[src/rtl/instr_fetch.sv]
`default_nettype none
// ============================================================================
// instr_fetch : PC owner, one imem read per cycle, IF/ID register, branch/bubble
// Revision    : 1.0
// ============================================================================
module instr_fetch #(
   parameter logic [15:0] RESET_PC   = 16'h0000,
   parameter logic [15:0] NOP_INSTR  = 16'h0800,
   parameter int          DELAY_SLOT = 1
) (
   input  logic        clk,
   input  logic        rst,
   input  logic        ifi_stall,
   input  logic        ifi_branch,
   input  logic [15:0] ifi_new_pc,
   input  logic [15:0] ifi_mem_data,
   input  logic        ifi_mem_ack,
   output logic [15:0] ifo_mem_addr,
   output logic        ifo_mem_req,
   output logic [15:0] ifo_addr,
   output logic [15:0] ifo_instr,
   output logic        ifo_valid,
   output logic [15:0] ifo_pc
);

   localparam logic [0:0] c_RUN     = 1'b0;
   localparam logic [0:0] c_BR_PEND = 1'b1;
   localparam bit         c_DS      = (DELAY_SLOT != 0);

   logic [0:0]  state_q, state_d;
   logic [15:0] pc_q, pc_d;
   logic [15:0] pend_q, pend_d;
   logic [15:0] addr_q, addr_d;
   logic [15:0] instr_q, instr_d;
   logic        valid_q, valid_d;

   // State register
   always_ff @(posedge clk) begin
      if (rst) begin
         state_q <= c_RUN;
      end else begin
         state_q <= state_d;
      end
   end

   // Next-state logic
   always_comb begin
      state_d = state_q;
      if (!ifi_stall) begin
         case (state_q)
            c_RUN: begin
               if (ifi_branch && c_DS && !ifi_mem_ack) begin
                  state_d = c_BR_PEND;
               end
            end
            c_BR_PEND: begin
               if (ifi_mem_ack) begin
                  state_d = c_RUN;
               end
            end
            default: state_d = c_RUN;
         endcase
      end
   end

   // Output / datapath logic; every non-stall cycle either issues or bubbles
   always_comb begin
      pc_d    = pc_q;
      pend_d  = pend_q;
      addr_d  = addr_q;
      instr_d = instr_q;
      valid_d = valid_q;
      if (!ifi_stall) begin
         addr_d  = pc_q;
         instr_d = NOP_INSTR;
         valid_d = 1'b0;
         case (state_q)
            c_RUN: begin
               if (ifi_branch) begin
                  if (!c_DS) begin
                     pc_d = ifi_new_pc;
                  end else if (ifi_mem_ack) begin
                     instr_d = ifi_mem_data;
                     valid_d = 1'b1;
                     pc_d    = ifi_new_pc;
                  end else begin
                     pend_d = ifi_new_pc;
                  end
               end else if (ifi_mem_ack) begin
                  instr_d = ifi_mem_data;
                  valid_d = 1'b1;
                  pc_d    = pc_q + 16'd1;
               end
            end
            c_BR_PEND: begin
               if (ifi_mem_ack) begin
                  instr_d = ifi_mem_data;
                  valid_d = 1'b1;
                  pc_d    = pend_q;
               end
            end
            default: ;
         endcase
      end
   end

   always_ff @(posedge clk) begin
      if (rst) begin
         pc_q    <= RESET_PC;
         pend_q  <= 16'h0000;
         addr_q  <= 16'h0000;
         instr_q <= NOP_INSTR;
         valid_q <= 1'b0;
      end else begin
         pc_q    <= pc_d;
         pend_q  <= pend_d;
         addr_q  <= addr_d;
         instr_q <= instr_d;
         valid_q <= valid_d;
      end
   end

   assign ifo_mem_addr = pc_q;
   assign ifo_mem_req  = ~rst & ~ifi_stall;
   assign ifo_addr     = addr_q;
   assign ifo_instr    = instr_q;
   assign ifo_valid    = valid_q;
   assign ifo_pc       = pc_q;

endmodule
`default_nettype wire

[config.mk]
export PLATFORM = sky130hd
export DESIGN_NAME = instr_fetch
export DESIGN_NICKNAME = d
export VERILOG_FILES = /design/src/rtl/instr_fetch.sv
export SDC_FILE = /design/constraint.sdc
export NUM_CORES = 1
export LEC_CHECK = 0
export CORE_ASPECT_RATIO = 0.8
export CORE_MARGIN = 2
export CORE_UTILIZATION = 45
export DETAILED_ROUTE_END_ITERATION = 7
export PLACE_DENSITY = 0.79
export SLEW_MARGIN = 20
export SYNTH_ARGS = -nofsm -noshare
export SYNTH_HDL_FRONTEND = slang
export SYNTH_SLANG_ARGS = --single-unit
[constraint.sdc]
create_clock -name clk -period 2.3 [get_ports clk]
set_input_delay 0.46 -clock clk [delete_from_list [all_inputs] [get_ports clk]]
set_output_delay 0.46 -clock clk [all_outputs]
set_load 0.03 [all_outputs]
# Word level (Yosys, flattened, before mapping)
# Cells that the tools add are included.
[word_totals]
reg_bits = 66
mem_bits_rw = 0
n_memories = 0
inputBits = 37
latch_bits = 0
elab_cells = 28
mem_bits_ro = 0
[op_classes]
n_mux = 10
shift = 0
n_div = 0
reduce_logical = 4
mul = 0
eq_ne = 2
addsub = 1
n_lt_le_gt_ge = 0
bitwise = 5
[op_table]
columns = ["operator", "n"]
rows = [
  ["$mux W16", 5],
  ["$pmux W16 S2", 1],
  ["$add A16 B1 Y16 const B", 1],
  ["$ne A2 B2 Y1 const B", 2],
  ["$not A1 Y1", 4],
  ["$reduce_and A4 Y1", 1],
  ["$mux W1", 3],
  ["$reduce_and A3 Y1", 1],
  ["$pmux W1 S2", 1],
  ["$and A1 B1 Y1", 1],
  ["$logic_and A1 B1 Y1", 1],
  ["$logic_not A1 Y1", 1],
]

# Longest topological paths before layout
# Gate-level depths: netlist of the first run.
[depth]
ltp_word = 4
mapped_depth = 7

# Least setup slack after synthesis of the first run
# No wires, ideal clock.
[synth_timing]
kind = "reg2reg"
startpoint = "reg pc_q[2], in the netlist ifo_mem_addr[2]"
endpoint = "reg pc_q[15], in the netlist ifo_mem_addr[15]"
required_ps = 2237
setup_slack_ps = 235
path_stages_with_launch = 6
setup_ps = 63
arrival_ps = 2003
path_cell_list = "dfxtp_1 buf_2 nand4_4 or4_4 or4_1 nand3_1"
[synth_between]
elab_chain_cells = 4
[synth_rtl]
columns = ["item", "line", "rtl"]
rows = [
  ["start: declaration", "31", "logic [15:0] pc_q, pc_d;"],
  ["start signal: assignment", "115", "pc_q <= pc_d;"],
  ["$add A16 B1 Y16", "92", "pc_d = pc_q + 16'd1;"],
  ["$mux W16", "89", "end else if (ifi_mem_ack) begin"],
  ["$mux W16", "79", "if (ifi_branch) begin"],
  ["$pmux W16 S2", "77", "case (state_q)"],
]
# Every way passes these cells. The select of a mux whose other input is x is not followed.
# A chain may end at the register's enable or synchronous reset.

# Worst setup path in the final report of the first run
[layout_timing]
startpoint = "reg pc_q[11], in the netlist ifo_mem_addr[11]"
endpoint = "out ifo_pc[11]"
[layout_rtl]
columns = ["item", "line", "rtl"]
rows = [
  ["end: declaration", "23", "output logic [15:0] ifo_pc"],
]
# No word-level cell between the ends.

==> run summary, run 1 <==
The run gives 0.435 as the sequential element share of the synthesized area. In this design, the stage delay of the slowest critical-path cell is 0.74 ns. Summed over all layers, the routed wires come to 8510 microns. The post-synthesis register bit count is 66. Timing analysis after detailed placement gives a worst setup slack of 0.107 ns. The number of clock sinks was 66; the via count of the first global-routing pass was 2832. The run gives 0.479 mV as the maximum ir drop on the vdd rail. In the final layout, flip-flops and latches occupy 1320 sq um. Setup repair after global routing left no endpoint under its margin. Among all stages on the critical path, the largest delay is contributed by sky130_fd_sc_hd__clkdlybuf4s50_1.

For the pin with the worst max-slew slack, the measured transition is 0.696 ns. A synthesized cell averages 8.23 sq um. Data arrives at the worst endpoint at 1.61 ns.

The tools report the max-slew headroom at the worst pin as 0.536. The met1 capacity usage during global routing is 0.310. The worst setup path is launched from a flip-flop. The net count of the finished layout is 499. The number of max-capacitance violations reported was 0. The sum of buffers and inverters on the critical path came out at 1.

Category of the worst setup path capture point: an output pin. The floorplan has 26 rows. Setup slack closes at 0.228 ns. Across all register-to-register paths, the minimum setup slack is 0.40 ns.

The critical path goes through clkdlybuf4s50_1. The logs give 0.437 for the part of the total power dissipated in sequential elements and 0.868 for the weighted congestion reported at the end of routability-driven placement. The areal power density over the cells is 653 nW/um^2. By area the synthesized netlist is led by sky130_fd_sc_hd__dfxtp_1 44%, sky130_fd_sc_hd__nand2_1 6.8%, sky130_fd_sc_hd__mux2i_1 6.3%. The run finished with clean final reports. After routing, the total negative slack on setup checks comes to 0 ns. Synthesis handed over a netlist of 369 instances. The worst hold path belongs to the class flip-flop to flip-flop. Once placement finished, the instance area stood at 4100 sq um.

The H-tree generated during clock tree synthesis spans 3 levels. The tools report the count of unique library cells instantiated by Yosys as 42. The period utilization came out at 0.901. The post-synthesis cell type with the largest combined area was sky130_fd_sc_hd__dfxtp_1. The critical path start-end classification was flip-flop to output pin. The tools report the total nets after synthesis as 407. Worst path required time: 1.84 ns. The worst-path maximum fanout was 9; the die footprint was 7420 sq um. After routing the design area is 4320 sq um.

The tools report the detailed-router iteration count before antenna repair as 5. Filler cell count: 546. The detail route stage leaves a number of antenna-violating nets equal to 0. TritonCTS built the clock tree. Total global routing overflow: 0. After clock tree synthesis, the repair step resized 0 gates. After detailed routing, the number of remaining DRC violations is 0. The first-pass GRT wire length was 13700 microns. Summing all multi-input logic gate instances after layout gives 1460 sq um.

The Yosys step of the flow raised 0 warnings. In this run the count of I/O pins placed on the die edge is 103. The final count of negative-setup-slack endpoints is 0, and the routing usage on met2 is 0.379.

The routing layer with the top usage in global route is met2. After detailed routing, the number of vias per cell comes to 5.46. After clock tree synthesis, the clock-pin slew on the worst setup and hold paths is 0.07 ns. The library cell used as clock root buffer was sky130_fd_sc_hd__clkbuf_8.

In the final routed layout, each cell accounts on average for 15.5 microns. After the first detailed-routing iteration, the DRC count stood at 214. The run gives 5950 microns as the final HPWL from detailed placement. The starting density of the core was 0.471; the fraction of layout instances using a drive strength above 1 was 0.0966.

The run gives 0.00309 ns as the clock tree skew after final layout. The tools report the antenna diode count as 0. Summing every instance area after synthesis gives 3040 sq um.

Buffers inserted during clock tree synthesis total 9. The number of buffers on the longest clock path is 2. The total internal power came out at 2060 uW. Number of buffers added for setup after CTS: 0. The core box area was 6440 sq um. The run gives 0.35 ns as the clock network latency to the later pin of the worst-skew pair. The number of I/O port buffers came out at 102. The vertical die dimension was 77.5 microns. The analysis attributes to cell leakage a power of 0.00160 uW. The fraction of power consumed by combinational cells was 0.184. The initial antenna violation count was 0; the part of the total power dissipated in the clock network was 0.379.

Summed over all nets, the switching power comes to 763 uW. The floorplan die width works out to 95.8 microns. Synthesis-to-finish area growth: 42.4%.

Broken down by cell family, the worst path's largest delay share belongs to buffers and inverters. The proportion of netlist area held by the largest area contributor works out to 0.435. The met3 layer usage reported by global route is 0.0728, and the final number of hold-violating endpoints is 0. The final route contains 3004 vias. For the total of hold buffers inserted after clock tree synthesis, the log shows 0. Entering global routing, the biggest net connects 69 pins.

The maximum clock frequency is 483 MHz, and the switching power as a share of total power is 0.270. The tools report the global-route usage over all layers as 0.237. The max-slew violation total from the final report was 0; the clock period minus final worst setup slack was 2.07 ns.
state kept, by name, summed over array words and instances (netlist names):
signal,flops
ifo_instr,16
ifo_valid,1
state_q,1
ifo_mem_addr,16
ifo_addr,16
pend_q,16
worst paths after layout:
kind                                       start               end  cells after the start
worst min register to register         pend_q[4]         pend_q[4]                      2
worst min-delay path                   pend_q[4]         pend_q[4]                      2
worst max-delay path            ifo_mem_addr[11]        ifo_pc[11]                      1
worst max register to register   ifo_mem_addr[5]  ifo_mem_addr[15]                      4
routing by layer:
layer,routed length [microns],part of all wire
met1,3720,0.44
met2,4030,0.47
met3,700,0.082
met4,58,0.0068
met5,0,0
power by group through the flow:
stage | Clock [uW] | Sequential, uW | Combinational, uW
after detailed placement | 0 | 1260 | 517
after CTS | 1080 | 1230 | 520
after global routing | 1140 | 1240 | 557
after floorplan | 0 | 1330 | 226
final | 1070 | 1230 | 519
after global placement | 0 | 1260 | 511
stage by stage:
step / utilization / power [uW] / instances / hold WS [ns]
floorplan: - / 1550 / 369 / 0.436
global placement: 0.637 / 1770 / 534 / 0.442
detailed placement: 0.637 / 1770 / 534 / 0.448
CTS: 0.671 / 2840 / 550 / 0.459
global route: 0.671 / 2940 / 550 / 0.476
finish: 0.671 / 2820 / 550 / 0.460
Yosys cell counts:
cell type	instances
sky130_fd_sc_hd__buf_2	2
sky130_fd_sc_hd__a21oi_1	26
sky130_fd_sc_hd__a311o_1	2
sky130_fd_sc_hd__or4_1	2
sky130_fd_sc_hd__ha_1	1
sky130_fd_sc_hd__o21a_1	6
sky130_fd_sc_hd__a311oi_1	2
sky130_fd_sc_hd__and4_1	1
sky130_fd_sc_hd__nor4b_1	1
sky130_fd_sc_hd__o211ai_1	4
sky130_fd_sc_hd__clkbuf_1	23
sky130_fd_sc_hd__a22oi_1	15
sky130_fd_sc_hd__nor4_1	3
sky130_fd_sc_hd__mux2i_1	19
sky130_fd_sc_hd__o2111ai_1	1
sky130_fd_sc_hd__dfxtp_1	66
sky130_fd_sc_hd__o21ai_0	11
sky130_fd_sc_hd__or3_1	1
sky130_fd_sc_hd__nand2b_1	4
sky130_fd_sc_hd__nand2_1	55
sky130_fd_sc_hd__buf_1	4
sky130_fd_sc_hd__buf_4	16
sky130_fd_sc_hd__a221oi_1	3
sky130_fd_sc_hd__a21boi_0	2
sky130_fd_sc_hd__o22ai_1	1
sky130_fd_sc_hd__nor2_1	48
sky130_fd_sc_hd__nor3b_1	1
sky130_fd_sc_hd__nand4_4	1
sky130_fd_sc_hd__o311ai_0	1
sky130_fd_sc_hd__nor2b_1	2
sky130_fd_sc_hd__o221ai_1	1
sky130_fd_sc_hd__o31a_1	2
sky130_fd_sc_hd__nand3_1	7
sky130_fd_sc_hd__a211oi_1	7
sky130_fd_sc_hd__xnor2_1	6
sky130_fd_sc_hd__or4_4	1
sky130_fd_sc_hd__inv_1	7
sky130_fd_sc_hd__a31oi_1	5
sky130_fd_sc_hd__nor3_1	4
sky130_fd_sc_hd__nand4_1	3
sky130_fd_sc_hd__a41oi_1	1
sky130_fd_sc_hd__o221a_2	1
area by class of cell:
cell class                      instances  share of cell area
Sequential cell                        66               0.306
Multi-Input combinational cell        251               0.338
Tap cell                               84              0.0243
Timing Repair Buffer                  126               0.276
Inverter                                7             0.00608
Clock buffer                           11              0.0327
Clock inverter                          5              0.0180
layout by cell type (no fill, tap or decap), types with 2 or more instances in the layout:
| cell | Yosys | final |
|---|---|---|
| sky130_fd_sc_hd__o21ai_0 | 11 | 11 |
| sky130_fd_sc_hd__dfxtp_1 | 66 | 66 |
| sky130_fd_sc_hd__a31oi_1 | 5 | 5 |
| sky130_fd_sc_hd__nor2_1 | 48 | 48 |
| sky130_fd_sc_hd__o31a_1 | 2 | 2 |
| sky130_fd_sc_hd__a211oi_1 | 7 | 7 |
| sky130_fd_sc_hd__a22oi_1 | 15 | 15 |
| sky130_fd_sc_hd__nand2_1 | 55 | 55 |
| sky130_fd_sc_hd__inv_1 | 7 | 7 |
| sky130_fd_sc_hd__bufinv_16 | 0 | 2 |
| sky130_fd_sc_hd__or4_1 | 2 | 2 |
| sky130_fd_sc_hd__a221oi_1 | 3 | 3 |
| sky130_fd_sc_hd__nor3_1 | 4 | 4 |
| sky130_fd_sc_hd__a311o_1 | 2 | 2 |
| sky130_fd_sc_hd__clkdlybuf4s50_1 | 0 | 100 |
| sky130_fd_sc_hd__clkbuf_8 | 0 | 10 |
| sky130_fd_sc_hd__mux2i_1 | 19 | 19 |
| sky130_fd_sc_hd__nor4_1 | 3 | 3 |
| sky130_fd_sc_hd__buf_4 | 16 | 24 |
| sky130_fd_sc_hd__o211ai_1 | 4 | 4 |
| sky130_fd_sc_hd__nand3_1 | 7 | 7 |
| sky130_fd_sc_hd__clkinv_2 | 0 | 2 |
| sky130_fd_sc_hd__a311oi_1 | 2 | 2 |
| sky130_fd_sc_hd__nand2b_1 | 4 | 4 |
| sky130_fd_sc_hd__buf_2 | 2 | 2 |
| sky130_fd_sc_hd__xnor2_1 | 6 | 6 |
| sky130_fd_sc_hd__a21boi_0 | 2 | 2 |
| sky130_fd_sc_hd__o21a_1 | 6 | 6 |
| sky130_fd_sc_hd__nand4_1 | 3 | 3 |
| sky130_fd_sc_hd__a21oi_1 | 26 | 26 |
worst register-to-register path, delay by kind of cell, from the launching register on:
family / cells / cell delay (ns)
and+or+nand+nor: 4 / 1.34
DFF: 1 / 0.51
cells by family (layout without fill, tap and decap cells):
kind of cell / after synthesis / in the layout / share of synthesized area
buf+inv: 52 / 149 / 0.0849
simple gates: 134 / 134 / 0.196
fa+ha+maj: 1 / 1 / 0.00412
compound gates: 91 / 91 / 0.200
xor+xnor: 6 / 6 / 0.0173
mux: 19 / 19 / 0.0627
flops: 66 / 66 / 0.435
Power figures use the tool's default switching activity.
==> run 2, diff against run 1 <==
--- a/config.mk
+++ b/config.mk
@@ -5,10 +5,11 @@
 export SDC_FILE = /design/constraint.sdc
 export NUM_CORES = 1
 export LEC_CHECK = 0
-export CORE_ASPECT_RATIO = 0.8
+export CORE_ASPECT_RATIO = 1.25
 export CORE_MARGIN = 2
 export CORE_UTILIZATION = 45
 export DETAILED_ROUTE_END_ITERATION = 7
+export GPL_TIMING_DRIVEN = 0
 export PLACE_DENSITY = 0.79
 export SLEW_MARGIN = 20
 export SYNTH_ARGS = -nofsm -noshare
==> run summary, run 2 (same netlist as run 1, synthesis figures left out) <==
The post-route worst hold slack was 0.456 ns (-0.00373 ns); the final number of hold-violating endpoints was 0 (unchanged). The library cell used most frequently in the layout, excluding fill and tap cells, is sky130_fd_sc_hd__clkdlybuf4s50_1. The number of nets in the finished design is 519 (+4.0%). The pin slew with the least headroom to its limit is 0.710 ns (+0.0135 ns), and the total I/O pin count is 103 (unchanged).

For the count of placed standard cells including taps, the log shows 557 (+4.3%). The first-pass GRT wire length is 13400 microns (-2.2%). Starting density of the core: 0.462 (-0.00889). TritonCTS built the clock tree. The flow ran to the end, and the final reports show no timing, DRC or antenna violations. The initial antenna violation count is 0 (unchanged).

The maximum ir drop on the vdd rail is 0.368 mV (-23%), and the worst-path maximum fanout is 10 (+1). Number of standard-cell rows in the floorplan: 33 (+27%). The worst endpoint data arrival time was 2.50 ns (+0.89 ns); the total global routing overflow was 0 (unchanged). The area of the multi-input gates was 1460 sq um (+0.17%).

The clock transition at the registers of the reported paths is 0.07 ns (about the same), and the floorplan die width is 77.5 microns (-19%). Final HPWL from detailed placement: 6380 microns (+7.3%). The final count of negative-setup-slack endpoints was 0 (unchanged).

The critical path ends at ifo_mem_addr[1]. The maximum level of the CTS H-tree was 3 (unchanged); the DRC marker count from the first detailed-route iteration was 181 (-15%). Critical path start-end classification: input pin to flip-flop. The run gives 0.668 (-0.00275) as the final cell utilization of the core. The total of hold buffers inserted after clock tree synthesis is 0 (unchanged), and the pin count of the biggest net entering global routing is 12 (-83%).

The final non-filler cell area was 4390 sq um (+1.5%). The run gives 0 (unchanged) as the number of routed nets with antenna violations. The start point of the critical path was ifi_stall. The routed length per instance works out to 15.1 microns (-2.8%).

The via total after detailed routing is 3068 (+2.1%), and the number of clock sinks is 66 (unchanged). The number of I/O port buffers was 101 (-0.98%); the number of DRC violations after detailed routing was 0 (unchanged). The worst setup path is launched from an input pin.

The vertical die dimension is 95.8 microns (+24%). The logs give 0.851 (-1.9%) for the weighted congestion reported at the end of routability-driven placement and 5 (unchanged) for the detailed-router iteration count before antenna repair. The signal on the critical path passes through clkdlybuf4s50_1 -> clkbuf_4 -> nor2b_1 -> clkbuf_1 -> clkbuf_1 -> o211ai_1 -> a21oi_1. Most frequent cell on the critical path: sky130_fd_sc_hd__clkbuf_1. The number of buffers inserted during clock tree synthesis is 9 (unchanged), and the antenna diode count is 0 (unchanged). The clock period minus final worst setup slack was 2.24 ns (+0.171 ns).

The fraction of layout instances using a drive strength above 1 came out at 0.0905 (-0.00603). Period utilization: 0.975 (+0.0744). The number of buffers added for setup after CTS was 0 (unchanged). Clock tree skew after final layout: 0.0104 ns (+0.00735 ns).

For the placed cell area, the log shows 4160 sq um (+1.3%). For the maximum clock frequency, the log shows 446 MHz (-7.6%). The filler cell count is 563 (+3.1%). The class of the tightest hold or removal check was flip-flop to flip-flop.

The die footprint is 7420 sq um (unchanged), and the areal power density over the cells is 646 nW/um^2 (-1.1%). The logs give 1320 sq um (unchanged) for the combined flip-flop and latch cell area and 0 (unchanged) for the number of max-capacitance violations reported. The clock network latency to the later pin of the worst-skew pair was 0.34 ns (about the same). The leakage power total is 0.00162 uW (+1.4%), and the maximum cell stage delay along the critical path is 0.52 ns (-0.22 ns).

The tools report the wire length reported by the detailed router as 8630 microns (+1.3%). The logs give 6570 sq um (+1.9%) for the core box area and 0 (unchanged) for the max-slew violation total from the final report. In the layout the commonest cells are 100 x sky130_fd_sc_hd__clkdlybuf4s50_1, 66 x sky130_fd_sc_hd__dfxtp_1, 55 x sky130_fd_sc_hd__nand2_1. In this run the critical register-to-register path is launched from ifo_mem_addr[3]. The tools report the via count of the first global-routing pass as 2786 (-1.6%).

The setup slack of the worst register-to-register path came out at 0.31 ns (-0.09 ns). The master of the slowest instance on the critical path was sky130_fd_sc_hd__clkbuf_1. The global-route usage over all layers came out at 0.231 (-0.00631).

The number of buffers on the longest clock path was 2 (unchanged); the number of cells upsized or downsized after cts was 6 (+6). The number of cell instances on the worst register-to-register path is 4 (unchanged). Category of the worst setup path capture point: a flip-flop. Routed via count divided by cell count: 5.35 (-2.0%). The tools report the library cell used as clock root buffer as sky130_fd_sc_hd__clkbuf_8. Number of standard cells in the final layout excluding fillers: 573 (+4.2%).

The worst path required time was 2.56 ns (+0.72 ns); the synthesis-to-finish area growth was 44.5%. The max-slew headroom at the worst pin is 0.527 (-0.00898). The end of the worst register-to-register path is ifo_mem_addr[15]. The run gives 0 ns (unchanged) as the summed negative setup slack over all endpoints.
## run 2: worst min path at each step
stage               startpoint    endpoint  slack [ns]  depth (start not counted)
detailed placement   pend_q[6]   pend_q[6]        0.45                          2
global route         pend_q[3]   pend_q[3]        0.48                          2
global placement     pend_q[4]   pend_q[4]        0.44                          2
floorplan            pend_q[2]   pend_q[2]        0.44                          2
finish              pend_q[14]  pend_q[14]        0.46                          2
CTS                 pend_q[14]  pend_q[14]        0.46                          2
## run 2: worst max-delay path: cells and delay by family
| kind | cells | cell delay, ns |
|---|---|---|
| buffers and inverters | 4 | 1.53 |
| and+or+nand+nor | 1 | 0.12 |
| AOI/OAI and AO/OA | 2 | 0.39 |
## run 2: routing by layer
layer	part of all wire	vias to the layer above	track usage	wire [microns]
li1	-	1500	-	-
met1	0.41	1420	0.258	3530
met2	0.51	133	0.414	4360
met3	0.060	15	0.0488	520
met4	0.025	0	0.122	219
met5	0	-	0	0
## run 2: power breakdown
part | total [uW] | internal, uW | switching (uW)
Clock | 1070 | 636 | 435
Combinational | 522 | 238 | 284
Sequential | 1240 | 1190 | 50.5
Total | 2830 | 2060 | 769
## run 2: layout make-up
class,instances,area share
Clock inverter,5,0.0177
Sequential cell,66,0.301
Buffer,45,0.0556
Multi-Input combinational cell,251,0.333
Clock buffer,11,0.0322
Tap cell,87,0.0248
Inverter,7,0.00599
Timing Repair Buffer,101,0.229
## run 2: stage by stage
| step | power [uW] | worst slack [ns] |
|---|---|---|
| 2_1_floorplan | 1550 | 0.235 |
| 3_3_place_gp | 1770 | -0.723 |
| 3_5_place_dp | 1780 | -0.758 |
| 4_1_cts | 2850 | 0.00582 |
| 5_1_grt | 2950 | -0.00748 |
| 6_report | 2830 | 0.0570 |
